`config.mk`:
```
export PLATFORM = sky130hd
export DESIGN_NAME = sea_de_iter_flat
export DESIGN_NICKNAME = d
export VERILOG_FILES = /design/src/rtl/sea_pkg.sv /design/src/rtl/sea_de_iter_if.sv /design/src/rtl/sea_de_round.sv /design/src/rtl/sea_de_iter.sv /design/src/flat_wrapper.sv
export SDC_FILE = /design/constraint.sdc
export NUM_CORES = 1
export LEC_CHECK = 0
export ABC_AREA = 1
export BUFFER_PORTS_ARGS = -buffer_cell sky130_fd_sc_hd__buf_2
export CAP_MARGIN = 40
export CORE_MARGIN = 4
export CORE_UTILIZATION = 58
export DETAILED_ROUTE_END_ITERATION = 8
export MAX_ROUTING_LAYER = met4
export PLACE_DENSITY = 0.88
export REMOVE_ABC_BUFFERS = 1
export SETUP_SLACK_MARGIN = 0.15
export SLEW_MARGIN = 10
export SYNTH_ARGS = -nofsm -noshare
export SYNTH_HDL_FRONTEND = slang
export SYNTH_SLANG_ARGS = --single-unit
export TNS_END_PERCENT = 30
```
`constraint.sdc`:
```
create_clock -name clk -period 3.84 [get_ports clk]
set_input_delay 0.192 -clock clk [delete_from_list [all_inputs] [get_ports clk]]
set_output_delay 0.192 -clock clk [all_outputs]
set_load 0.02 [all_outputs]
```
`src/rtl/sea_pkg.sv`:
```
// Shared SEA-96 definitions: widths, S-box, byte/word transforms and the core state enum.
package sea_pkg;

  localparam int unsigned ByteW     = 8;
  localparam int unsigned NB        = 6;
  localparam int unsigned HalfW     = ByteW * NB;
  localparam int unsigned NrDefault = 92;

  // Entry for 3-bit input v sits at bits [3v+2:3v].
  localparam logic [23:0] SboxTbl = {3'd2, 3'd1, 3'd3, 3'd4, 3'd7, 3'd6, 3'd5, 3'd0};

  typedef logic [HalfW-1:0] half_t;

  typedef enum logic [1:0] {StIdle, StExpand, StDecrypt, StDone} state_e;
  typedef enum logic {ModeKeyFwd, ModeKeyInv} mode_e;

  function automatic half_t badd(half_t a, half_t b);
    half_t y;
    for (int j = 0; j < NB; j++) begin
      y[j*ByteW +: ByteW] = a[j*ByteW +: ByteW] + b[j*ByteW +: ByteW];
    end
    return y;
  endfunction

  function automatic half_t sub_s(half_t x);
    half_t      y;
    logic [2:0] v;
    logic [2:0] o;
    y = '0;
    for (int t = 0; t < NB; t += 3) begin
      for (int k = 0; k < ByteW; k++) begin
        v = {x[(t+2)*ByteW+k], x[(t+1)*ByteW+k], x[t*ByteW+k]};
        o = SboxTbl[3*v +: 3];
        y[t*ByteW+k]     = o[0];
        y[(t+1)*ByteW+k] = o[1];
        y[(t+2)*ByteW+k] = o[2];
      end
    end
    return y;
  endfunction

  function automatic half_t rot_r(half_t x);
    half_t      y;
    logic [7:0] w0;
    logic [7:0] w2;
    for (int t = 0; t < NB; t += 3) begin
      w0 = x[t*ByteW +: ByteW];
      w2 = x[(t+2)*ByteW +: ByteW];
      y[t*ByteW +: ByteW]     = {w0[0], w0[7:1]};
      y[(t+1)*ByteW +: ByteW] = x[(t+1)*ByteW +: ByteW];
      y[(t+2)*ByteW +: ByteW] = {w2[6:0], w2[7]};
    end
    return y;
  endfunction

  function automatic half_t rot_w(half_t x);
    return {x[HalfW-ByteW-1:0], x[HalfW-1 -: ByteW]};
  endfunction

  function automatic half_t rot_w_inv(half_t x);
    return {x[ByteW-1:0], x[HalfW-1:ByteW]};
  endfunction

  function automatic half_t rc(logic [7:0] i);
    return half_t'(i);
  endfunction

endpackage

```
`src/rtl/sea_de_iter_if.sv`:
```
// Handshake and data bundle between the ciphertext source, the decryption core and the consumer.
interface sea_de_iter_if;
  import sea_pkg::*;

  logic  in_valid;
  logic  in_ready;
  half_t ct_l;
  half_t ct_r;
  half_t key_l;
  half_t key_r;
  logic  out_valid;
  logic  out_ready;
  half_t pt_l;
  half_t pt_r;
  logic  busy;

  modport master (
    output in_valid, ct_l, ct_r, key_l, key_r, out_ready,
    input  in_ready, out_valid, pt_l, pt_r, busy
  );

  modport slave (
    input  in_valid, ct_l, ct_r, key_l, key_r, out_ready,
    output in_ready, out_valid, pt_l, pt_r, busy
  );
endinterface

```
`src/rtl/sea_de_round.sv`:
```
// Combinational SEA-96 step: inverse Feistel round plus one key-schedule step, direction by mode_i.
module sea_de_round
  import sea_pkg::*;
(
  input  mode_e      mode_i,
  input  logic [7:0] cnt_i,
  input  half_t      l_i,
  input  half_t      r_i,
  input  half_t      kl_i,
  input  half_t      kr_i,
  output half_t      l_o,
  output half_t      r_o,
  output half_t      kl_o,
  output half_t      kr_o
);

  half_t k_src;
  half_t k_oth;
  half_t k_mix;

  always_comb begin
    k_src = (mode_i == ModeKeyInv) ? kl_i : kr_i;
    k_oth = (mode_i == ModeKeyInv) ? kr_i : kl_i;
    k_mix = k_oth ^ rot_w(rot_r(sub_s(badd(k_src, rc(cnt_i)))));
    kl_o  = (mode_i == ModeKeyInv) ? k_mix : kr_i;
    kr_o  = (mode_i == ModeKeyInv) ? kl_i  : k_mix;
    // Round key for the inverse round is KL_i, i.e. the key state before stepping back.
    r_o   = l_i;
    l_o   = rot_w_inv(r_i ^ rot_r(sub_s(badd(l_i, kl_i))));
  end

endmodule

```
`src/rtl/sea_de_iter.sv`:
```
// Iterative SEA-96 decryption core: forward key expansion, then one inverse round per clock.
// Optional expanded-key cache enabled by defining SEA_DE_KEY_CACHE_EN.
module sea_de_iter
  import sea_pkg::*;
#(
  parameter int unsigned NR = NrDefault
) (
  input logic          clk,
  input logic          rst_n,
  sea_de_iter_if.slave bus_io
);

  localparam logic [7:0] NrB = 8'(NR);

  state_e     state_q, state_d;
  logic [7:0] cnt_q, cnt_d;
  half_t      l_q, l_d, r_q, r_d;
  half_t      kl_q, kl_d, kr_q, kr_d;
  half_t      rnd_l, rnd_r, rnd_kl, rnd_kr;

`ifdef SEA_DE_KEY_CACHE_EN
  logic [2*HalfW-1:0] cmk_q, cmk_d;
  half_t              ckl_q, ckl_d, ckr_q, ckr_d;
  logic               cvld_q, cvld_d;
  logic               hit;

  assign hit = cvld_q && ({bus_io.key_l, bus_io.key_r} == cmk_q);
`endif

  sea_de_round u_round (
    .mode_i (state_q == StDecrypt ? ModeKeyInv : ModeKeyFwd),
    .cnt_i  (cnt_q),
    .l_i    (l_q),
    .r_i    (r_q),
    .kl_i   (kl_q),
    .kr_i   (kr_q),
    .l_o    (rnd_l),
    .r_o    (rnd_r),
    .kl_o   (rnd_kl),
    .kr_o   (rnd_kr)
  );

  always_comb begin
    state_d = state_q;
    cnt_d   = cnt_q;
    l_d     = l_q;
    r_d     = r_q;
    kl_d    = kl_q;
    kr_d    = kr_q;
`ifdef SEA_DE_KEY_CACHE_EN
    cmk_d   = cmk_q;
    ckl_d   = ckl_q;
    ckr_d   = ckr_q;
    cvld_d  = cvld_q;
`endif
    unique case (state_q)
      StIdle: begin
        if (bus_io.in_valid) begin
          l_d     = bus_io.ct_l;
          r_d     = bus_io.ct_r;
          kl_d    = bus_io.key_l;
          kr_d    = bus_io.key_r;
          cnt_d   = 8'd1;
          state_d = StExpand;
`ifdef SEA_DE_KEY_CACHE_EN
          if (hit) begin
            kl_d    = ckl_q;
            kr_d    = ckr_q;
            cnt_d   = NrB;
            state_d = StDecrypt;
          end else begin
            cmk_d  = {bus_io.key_l, bus_io.key_r};
            cvld_d = 1'b0;
          end
`endif
        end
      end
      StExpand: begin
        kl_d = rnd_kl;
        kr_d = rnd_kr;
        if (cnt_q == NrB) begin
          state_d = StDecrypt;
`ifdef SEA_DE_KEY_CACHE_EN
          ckl_d  = rnd_kl;
          ckr_d  = rnd_kr;
          cvld_d = 1'b1;
`endif
        end else begin
          cnt_d = cnt_q + 8'd1;
        end
      end
      StDecrypt: begin
        l_d  = rnd_l;
        r_d  = rnd_r;
        kl_d = rnd_kl;
        kr_d = rnd_kr;
        if (cnt_q == 8'd1) begin
          state_d = StDone;
        end else begin
          cnt_d = cnt_q - 8'd1;
        end
      end
      StDone: begin
        if (bus_io.out_ready) begin
          state_d = StIdle;
        end
      end
    endcase
  end

  always_ff @(posedge clk or negedge rst_n) begin
    if (!rst_n) begin
      state_q <= StIdle;
      cnt_q   <= '0;
      l_q     <= '0;
      r_q     <= '0;
      kl_q    <= '0;
      kr_q    <= '0;
    end else begin
      state_q <= state_d;
      cnt_q   <= cnt_d;
      l_q     <= l_d;
      r_q     <= r_d;
      kl_q    <= kl_d;
      kr_q    <= kr_d;
    end
  end

`ifdef SEA_DE_KEY_CACHE_EN
  always_ff @(posedge clk or negedge rst_n) begin
    if (!rst_n) begin
      cmk_q  <= '0;
      ckl_q  <= '0;
      ckr_q  <= '0;
      cvld_q <= 1'b0;
    end else begin
      cmk_q  <= cmk_d;
      ckl_q  <= ckl_d;
      ckr_q  <= ckr_d;
      cvld_q <= cvld_d;
    end
  end
`endif

  assign bus_io.in_ready  = (state_q == StIdle);
  assign bus_io.out_valid = (state_q == StDone);
  assign bus_io.busy      = (state_q != StIdle);
  assign bus_io.pt_l      = l_q;
  assign bus_io.pt_r      = r_q;

endmodule

```
`src/flat_wrapper.sv`:
```
// flat-port wrapper written by rule: the top's interface ports become plain ports
module sea_de_iter_flat import sea_pkg::*;
#(
  parameter int unsigned NR = NrDefault
)
  (clk, rst_n, bus_io_in_valid, bus_io_ct_l, bus_io_ct_r, bus_io_key_l, bus_io_key_r, bus_io_out_ready, bus_io_in_ready, bus_io_out_valid, bus_io_pt_l, bus_io_pt_r, bus_io_busy);
  sea_de_iter_if bus_io_i ();
  input logic clk;
  input logic rst_n;
  input wire logic [$bits(bus_io_i.in_valid)-1:0] bus_io_in_valid;
  input wire logic [$bits(bus_io_i.ct_l)-1:0] bus_io_ct_l;
  input wire logic [$bits(bus_io_i.ct_r)-1:0] bus_io_ct_r;
  input wire logic [$bits(bus_io_i.key_l)-1:0] bus_io_key_l;
  input wire logic [$bits(bus_io_i.key_r)-1:0] bus_io_key_r;
  input wire logic [$bits(bus_io_i.out_ready)-1:0] bus_io_out_ready;
  output wire logic [$bits(bus_io_i.in_ready)-1:0] bus_io_in_ready;
  output wire logic [$bits(bus_io_i.out_valid)-1:0] bus_io_out_valid;
  output wire logic [$bits(bus_io_i.pt_l)-1:0] bus_io_pt_l;
  output wire logic [$bits(bus_io_i.pt_r)-1:0] bus_io_pt_r;
  output wire logic [$bits(bus_io_i.busy)-1:0] bus_io_busy;
  assign bus_io_i.in_valid = bus_io_in_valid;
  assign bus_io_i.ct_l = bus_io_ct_l;
  assign bus_io_i.ct_r = bus_io_ct_r;
  assign bus_io_i.key_l = bus_io_key_l;
  assign bus_io_i.key_r = bus_io_key_r;
  assign bus_io_i.out_ready = bus_io_out_ready;
  assign bus_io_in_ready = bus_io_i.in_ready;
  assign bus_io_out_valid = bus_io_i.out_valid;
  assign bus_io_pt_l = bus_io_i.pt_l;
  assign bus_io_pt_r = bus_io_i.pt_r;
  assign bus_io_busy = bus_io_i.busy;
  sea_de_iter #(.NR(NR)) u_core (.clk(clk), .rst_n(rst_n), .bus_io(bus_io_i));
endmodule
```
# After elaboration in Yosys (flattened, before gate mapping)

Cells that the tools add are included.

Register bits after elaboration: 202
Word-level logic and storage cells: 124
Output and inout port bits: 99

$add $sub $neg: 9
Bitwise gates (word level): 2
$mul: 32
Shifts and indexed selects: 32
Reduce and logical (&&, ||, !) cells: 10
Muxes and demuxes: 22
Eq/ne operators: 11

Operator list:

| kind                                                                         | number |
|---|---|
| 24-bit by 6-bit variable part select with 3-bit output, first input constant | 32 |
| 48-bit two-way mux                                                           | 8 |
| 48-bit case mux with 2 select lines                                          | 4 |
| 2-bit by 3-bit multiplier with 5-bit output, first input constant            | 32 |
| 48-bit bitwise XOR                                                           | 2 |
| 8-bit adder                                                                  | 7 |
| 8-bit two-way mux                                                            | 3 |
| 8-bit case mux with 3 select lines                                           | 1 |
| 2-bit inequality test, second input constant                                 | 5 |
| 8-bit by 1-bit adder with 8-bit output, second input constant                | 1 |
| 8-bit by 1-bit == test with 1-bit output, second input constant              | 1 |
| 8-bit by 7-bit == test with 1-bit output, second input constant              | 1 |
| 2-bit two-way mux                                                            | 4 |
| 2-bit case mux with 4 select lines                                           | 1 |
| 4-bit AND reduction                                                          | 2 |
| 8-bit by 1-bit subtractor with 8-bit output, second input constant           | 1 |
| 2-bit nonzero test                                                           | 3 |
| 2-bit == test, second input constant                                         | 2 |
| 2-bit AND reduction                                                          | 2 |
| 3-bit nonzero test                                                           | 1 |
| 2-bit by 1-bit == test with 1-bit output, second input constant              | 1 |
| 2-bit logical NOT                                                            | 1 |
| 2-bit by 1-bit inequality test with 1-bit output, second input constant      | 1 |
| 2-bit OR reduction                                                           | 1 |
| 1-bit two-way mux                                                            | 1 |

# Logic depth before layout (Yosys ltp)

Depth after elaboration: 9
Mapped depth: 22

# Modules after synthesis

From an unflattened synthesis, not the netlist that was laid out.

Cell total of the unflattened synthesis: 2,491
Area total of the unflattened synthesis: 17,037.6 um2

Modules (own cells, without submodules):

| module       | area an instance (um2) | sequential area each (um2) | cells an instance | times used |
|---|---|---|---|---|
| sea_de_iter  | 9,511.6                | 5,054.8                    | 1,194             | 1 |
| sea_de_round | 7,526.0                | 0.0                        | 1,297             | 1 |

# Worst setup path before layout

OpenSTA, ideal clock, no wires.

Path kind: reg2reg
Start: register u_core.state_q[0]
End: register u_core.kr_q[9]
Stages on the path, launching flop included: 20
Path slack: 0.510 ns
Arrival time: 3.254 ns
Period minus slack after synthesis: 3.330 ns
Cell sequence: dfrtp_1 > inv_1 > ha_1 > inv_2 > buf_2 > clkbuf_1 > buf_2 > nand2_1 > nand2_1 > ha_1 > inv_1 > fa_1 > xor2_1 > ha_1 > o21ai_1 > xor2_1 > nand2_1 > nand3_1 > nand2_1 > o21ai_1

Cells in the longest elaborated chain, start to end: 9
Elaborated cells between the ends (all ways): 16

Ends and longest elaborated chain:

| what                                                   | RTL line                             | RTL |
|---|---|---|
| start, declared                                        | sea_de_iter.sv:15                    | `state_e state_q, state_d;` |
| start signal, assigned                                 | sea_de_iter.sv:113                   | `state_q <= StIdle;` |
| start signal, assigned                                 | sea_de_iter.sv:120                   | `state_q <= state_d;` |
| 2-bit == test                                          | sea_de_iter.sv:31, sea_de_iter.sv:56 |  |
| 1-bit two-way mux                                      | sea_de_iter.sv:31                    | `.mode_i (state_q == StDecrypt ? ModeKeyInv : ModeKeyFwd),` |
| 48-bit two-way mux                                     | sea_de_round.sv:22                   | `k_src = (mode_i == ModeKeyInv) ? kl_i : kr_i;` |
| 8-bit adder                                            | sea_pkg.sv:20                        | `y[j*ByteW +: ByteW] = a[j*ByteW +: ByteW] + b[j*ByteW +: ByteW];` |
| 2-bit by 3-bit multiplier with 5-bit output            | sea_pkg.sv:33                        | `o = SboxTbl[3*v +: 3];` |
| 24-bit by 6-bit variable part select with 3-bit output | sea_pkg.sv:33                        |  |
| 48-bit bitwise XOR                                     | sea_de_round.sv:24                   | `k_mix = k_oth ^ rot_w(rot_r(sub_s(badd(k_src, rc(cnt_i)))));` |
| 48-bit two-way mux                                     | sea_de_round.sv:26                   | `kr_o = (mode_i == ModeKeyInv) ? kl_i : k_mix;` |
| 48-bit case mux with 2 select lines                    | sea_de_iter.sv:56                    | `unique case (state_q)` |
| end signal, assigned                                   | sea_de_iter.sv:125                   | `kr_q <= kr_d;` |
| end, declared                                          | sea_de_iter.sv:18                    | `half_t kl_q, kl_d, kr_q, kr_d;` |

Several ways; a longest one is shown, not always the timed one.
A chain may end at the register's enable or synchronous reset.

# Final worst setup path

Ends and elaborated chain as after synthesis.

==> results.py <==
metrics = {
    "critical_path": {
        "critPathKind": "flip-flop to flip-flop",
        "critical_path_buf_inv_count": 2,
        "startpoint_type": "flip-flop",
        "worst-r2r-setup-slack_ns": 0.56,
        "r2r-start": "u_core.state_q[0]",
        "reg2reg_to": "u_core.kr_q[9]",
        "crit_top_cell": "nand2_1",
        "path_cells": "inv_1 -> ha_4 -> nand2_1 -> nand2_1 -> ha_1 -> inv_1 -> fa_1 -> xor2_1 -> ha_1 -> o21ai_1 -> xor2_1 -> nand2_1 -> nand3_1 -> nand2_1 -> o21ai_1",
        "crit_slowest_cell": "ha_4",
        "worstSetupEndpointType": "flip-flop",
        "crit_required_ns": 4.30,
        "crit_start": "u_core.state_q[0]",
        "crit_fanout": 32,
        "cp_top_family": "adder cells",
        "rr_worst_depth": 15,
        "arrival_ns": 3.75,
        "max_stage_delay_ns": 0.43,
    },
    "global_route": {
        "antenna_found_initial": 1,
        "grt_pass1_vias": 18560,
        "grt_pass1_wl_um": 94860,
        "grt.total_usage_pct": 36.18,
        "grt-ovfl-total": 0,
        "grt_max_degree": 124,
    },
    "sta": {
        "worstMarginPinSlew_ns": 0.8919,
        "finalHoldViolCount": 2,
        "setup_viol": 0,
        "fin_skew_ns": 0.01683,
        "max_slew_margin_pct": 40.45,
        "fmax_ghz": 0.3047,
        "slew_viol_final": 0,
        "finalCritPeriodShare_pct": 85.47,
        "fin_hold_ws_ns": -0.0007131,
        "period_minus_slack_ns": 3.282,
        "setup_slack_ns": 0.5579,
        "rsz0062_at_grt": "false",
    },
    "clock_network": {
        "clk_pin_slew_ns": 0.06,
        "cts_buffers": 26,
        "cts_resized": 0,
        "post_cts_buffers": 0,
        "cts_num_sinks": 202,
        "insertion_delay_ns": 0.56,
        "htreeDepth": 1,
        "holdBufCountCts": 142,
        "cts_tree": "built",
        "cts_root_buf": "clkbuf_16",
        "clk_path_buf_depth": 3,
    },
    "logic_synthesis": {
        "async_flop_share_pct": 100.0,
        "syn_avg_cell_area_sq_um": 6.426,
        "synthSimpleGateAreaFrac_pct": 35.78,
        "synthDistinctLibCells": 37,
        "synth_edf_count": 0,
        "ys_warn_count": 0,
        "ys_seq_area_share_pct": 29.50,
        "synth.area.mux_share_pct": 0.05842,
        "ys_seq_elements": 202,
        "synth_fa_ha_area_share_pct": 9.143,
        "synth_top_cells_by_area": "dfrtp_1 30%, nand2_1 22%, ha_1 8.3%, nand3_1 5.6%, nor2_1 5.3%",
        "synth_top_family_by_area": "simple AND/OR/NAND/NOR gates",
        "synth_flop_cell": "dfrtp_1",
        "synth_compound_area_share_pct": 12.73,
        "synthXorXnorAreaFrac_pct": 4.499,
        "synth_area_sq_um": 17130,
        "syn_inst": 2666,
        "synth_top_area_share_pct": 29.50,
        "synth_area_leader_cell": "dfrtp_1",
    },
    "power_and_ir_drop": {
        "p_int_mw": 3.939,
        "p_leak_nw": 11.36,
        "p_seq_share_pct": 41.9,
        "peakVddDrop_uv": 299.0,
        "p_comb_share_pct": 5.9,
        "p_total_mw": 5.076,
        "power_switching_mw": 1.136,
        "p_clk_share_pct": 52.2,
        "switching_share_pct": 22.39,
        "pwr_density_cell_nw_per_um2": 240.0,
    },
    "placement": {
        "post_dp_cell_area_sq_um": 18810,
        "dp_hpwl_um": 41210,
        "io_buffers": 294,
        "dpl_worst_slack_ns": 0.5850,
        "place_congestion": 0.9262,
    },
    "floorplanning": {
        "initial_core_util_pct": 59.21,
        "die_w_um": 179.9,
        "dieArea_sq_um": 32350,
        "num_io_pins": 295,
        "die_h_um": 179.9,
        "coreArea_sq_um": 28940,
        "rows": 62,
    },
    "drt": {
        "wl_um": 59330,
        "ant_nets": 0,
        "vias_per_cell": 5.755,
        "routed-via-count": 19780,
        "wire_per_inst_um": 17.26,
        "drt_iter0_markers": 1867,
        "drt_pass1_iterations": 6,
        "route.detailed.drc": 0,
    },
    "layout": {
        "mostFrequentLayoutCell": "nand2_1",
        "design_area_sq_um": 21150,
        "final_cell_mix": "1010 x nand2_1, 293 x buf_2, 240 x nor2_1, 228 x inv_1, 202 x dfrtp_1",
        "syn2layout_area_growth_pct": 23.45,
        "drive_gt1_share_pct": 12.25,
        "fin_nets": 3352,
    },
    "worst_hold_path": {
        "min_path_type": "primary input to flip-flop",
        "holdPathStages": 5,
        "holdCritStartpoint": "bus_io_key_l[44]",
        "min_to": "u_core.kl_q[44]",
    },
    "outcome": {
        "failed_checks": "hold timing",
        "status": "finished, violations left",
    },
    "job": {
        "cap_viol_max_count": 0,
    },
}
==> flip-flops by register name, summed over array words and instances, names as in the netlist <==
name and count:
u_core.bus_io.pt_l 48, u_core.kr_q 48, u_core.state_q 2, u_core.cnt_q 8, u_core.bus_io.pt_r 48, u_core.kl_q 48
==> synth_stat cells (30+ instances only) <==
| cell | instances |
|---|---|
| a31oi_1 | 41 |
| nor2_1 | 240 |
| dfrtp_1 | 202 |
| o21ai_1 | 58 |
| inv_1 | 230 |
| xor2_1 | 58 |
| nand2_1 | 1010 |
| clkbuf_1 | 51 |
| buf_2 | 42 |
| o21ai_0 | 146 |
| ha_1 | 114 |
| o211ai_1 | 36 |
| nand3_1 | 192 |
| nand4_1 | 36 |
| a21oi_1 | 65 |
| xnor2_1 | 30 |
==> worst max path at each step <==
stage | slack, ns | cells past startpoint | endpoint
2_1_floorplan | -9.47 | 8 | u_core.bus_io.pt_l[0]
3_3_place_gp | 0.68 | 15 | u_core.kr_q[9]
3_5_place_dp | 0.58 | 15 | u_core.kr_q[9]
4_1_cts | 0.58 | 15 | u_core.kr_q[9]
5_1_grt | 0.29 | 18 | u_core.kr_q[24]
6_report | 0.56 | 15 | u_core.kr_q[9]
==> per-layer routing <==
| layer | vias up | routed length (um) | global-route usage, % |
|---|---|---|---|
| li1 | 9344 | - | - |
| met1 | 9130 | 23000 | 45.31 |
| met2 | 1073 | 27450 | 58.41 |
| met3 | 232 | 5546 | 5.073 |
| met4 | 0 | 3336 | 16.64 |
| met5 | - | 0 | - |
==> power groups by stage <==
stage | Clock, mW | Sequential, mW | Combinational (mW)
after floorplan | 0 | 2.17 | 0.0168
after global placement | 0 | 2.17 | 0.177
after detailed placement | 0 | 2.17 | 0.177
after CTS | 2.65 | 2.13 | 0.289
after global routing | 2.74 | 2.13 | 0.323
final | 2.65 | 2.13 | 0.297
==> tightest hold or removal path, cell delays in order <==
cell	delay, ns
buf_2	0.08
nor2_1	0.03
nor2_1	0.09
nand2_1	0.06
o21ai_0	0.06
==> through the flow <==
stage	TNS (ns)	utilization, %	cells
6_report	0	73.10	3437
5_1_grt	0	73.10	3437
4_1_cts	0	73.09	3436
3_5_place_dp	0	65.02	3249
3_3_place_gp	0	64.93	3248
2_1_floorplan	-1626.10	-	2548
==> cell type report <==
class                           instances  area, sq um
Multi-Input combinational cell       2115        10700
Fill cell                            2223         7785
Sequential cell                       202         5055
Timing Repair Buffer                  459         3132
Inverter                              231        873.3
Clock buffer                           35        755.7
Tap cell                              384        480.5
Clock inverter                         10        156.4
Antenna cell                            1        2.502
==> kinds of logic after synthesis <==
| group | Yosys count |
|---|---|
| AND/OR/NAND/NOR | 1515 |
| AO/OA/AOI/OAI | 390 |
| buffers and inverters | 349 |
| flip-flops | 202 |
| adder cells (fa/ha/maj) | 121 |
| XOR/XNOR | 88 |
| multiplexers | 1 |
(Power assumes the default switching activity.)
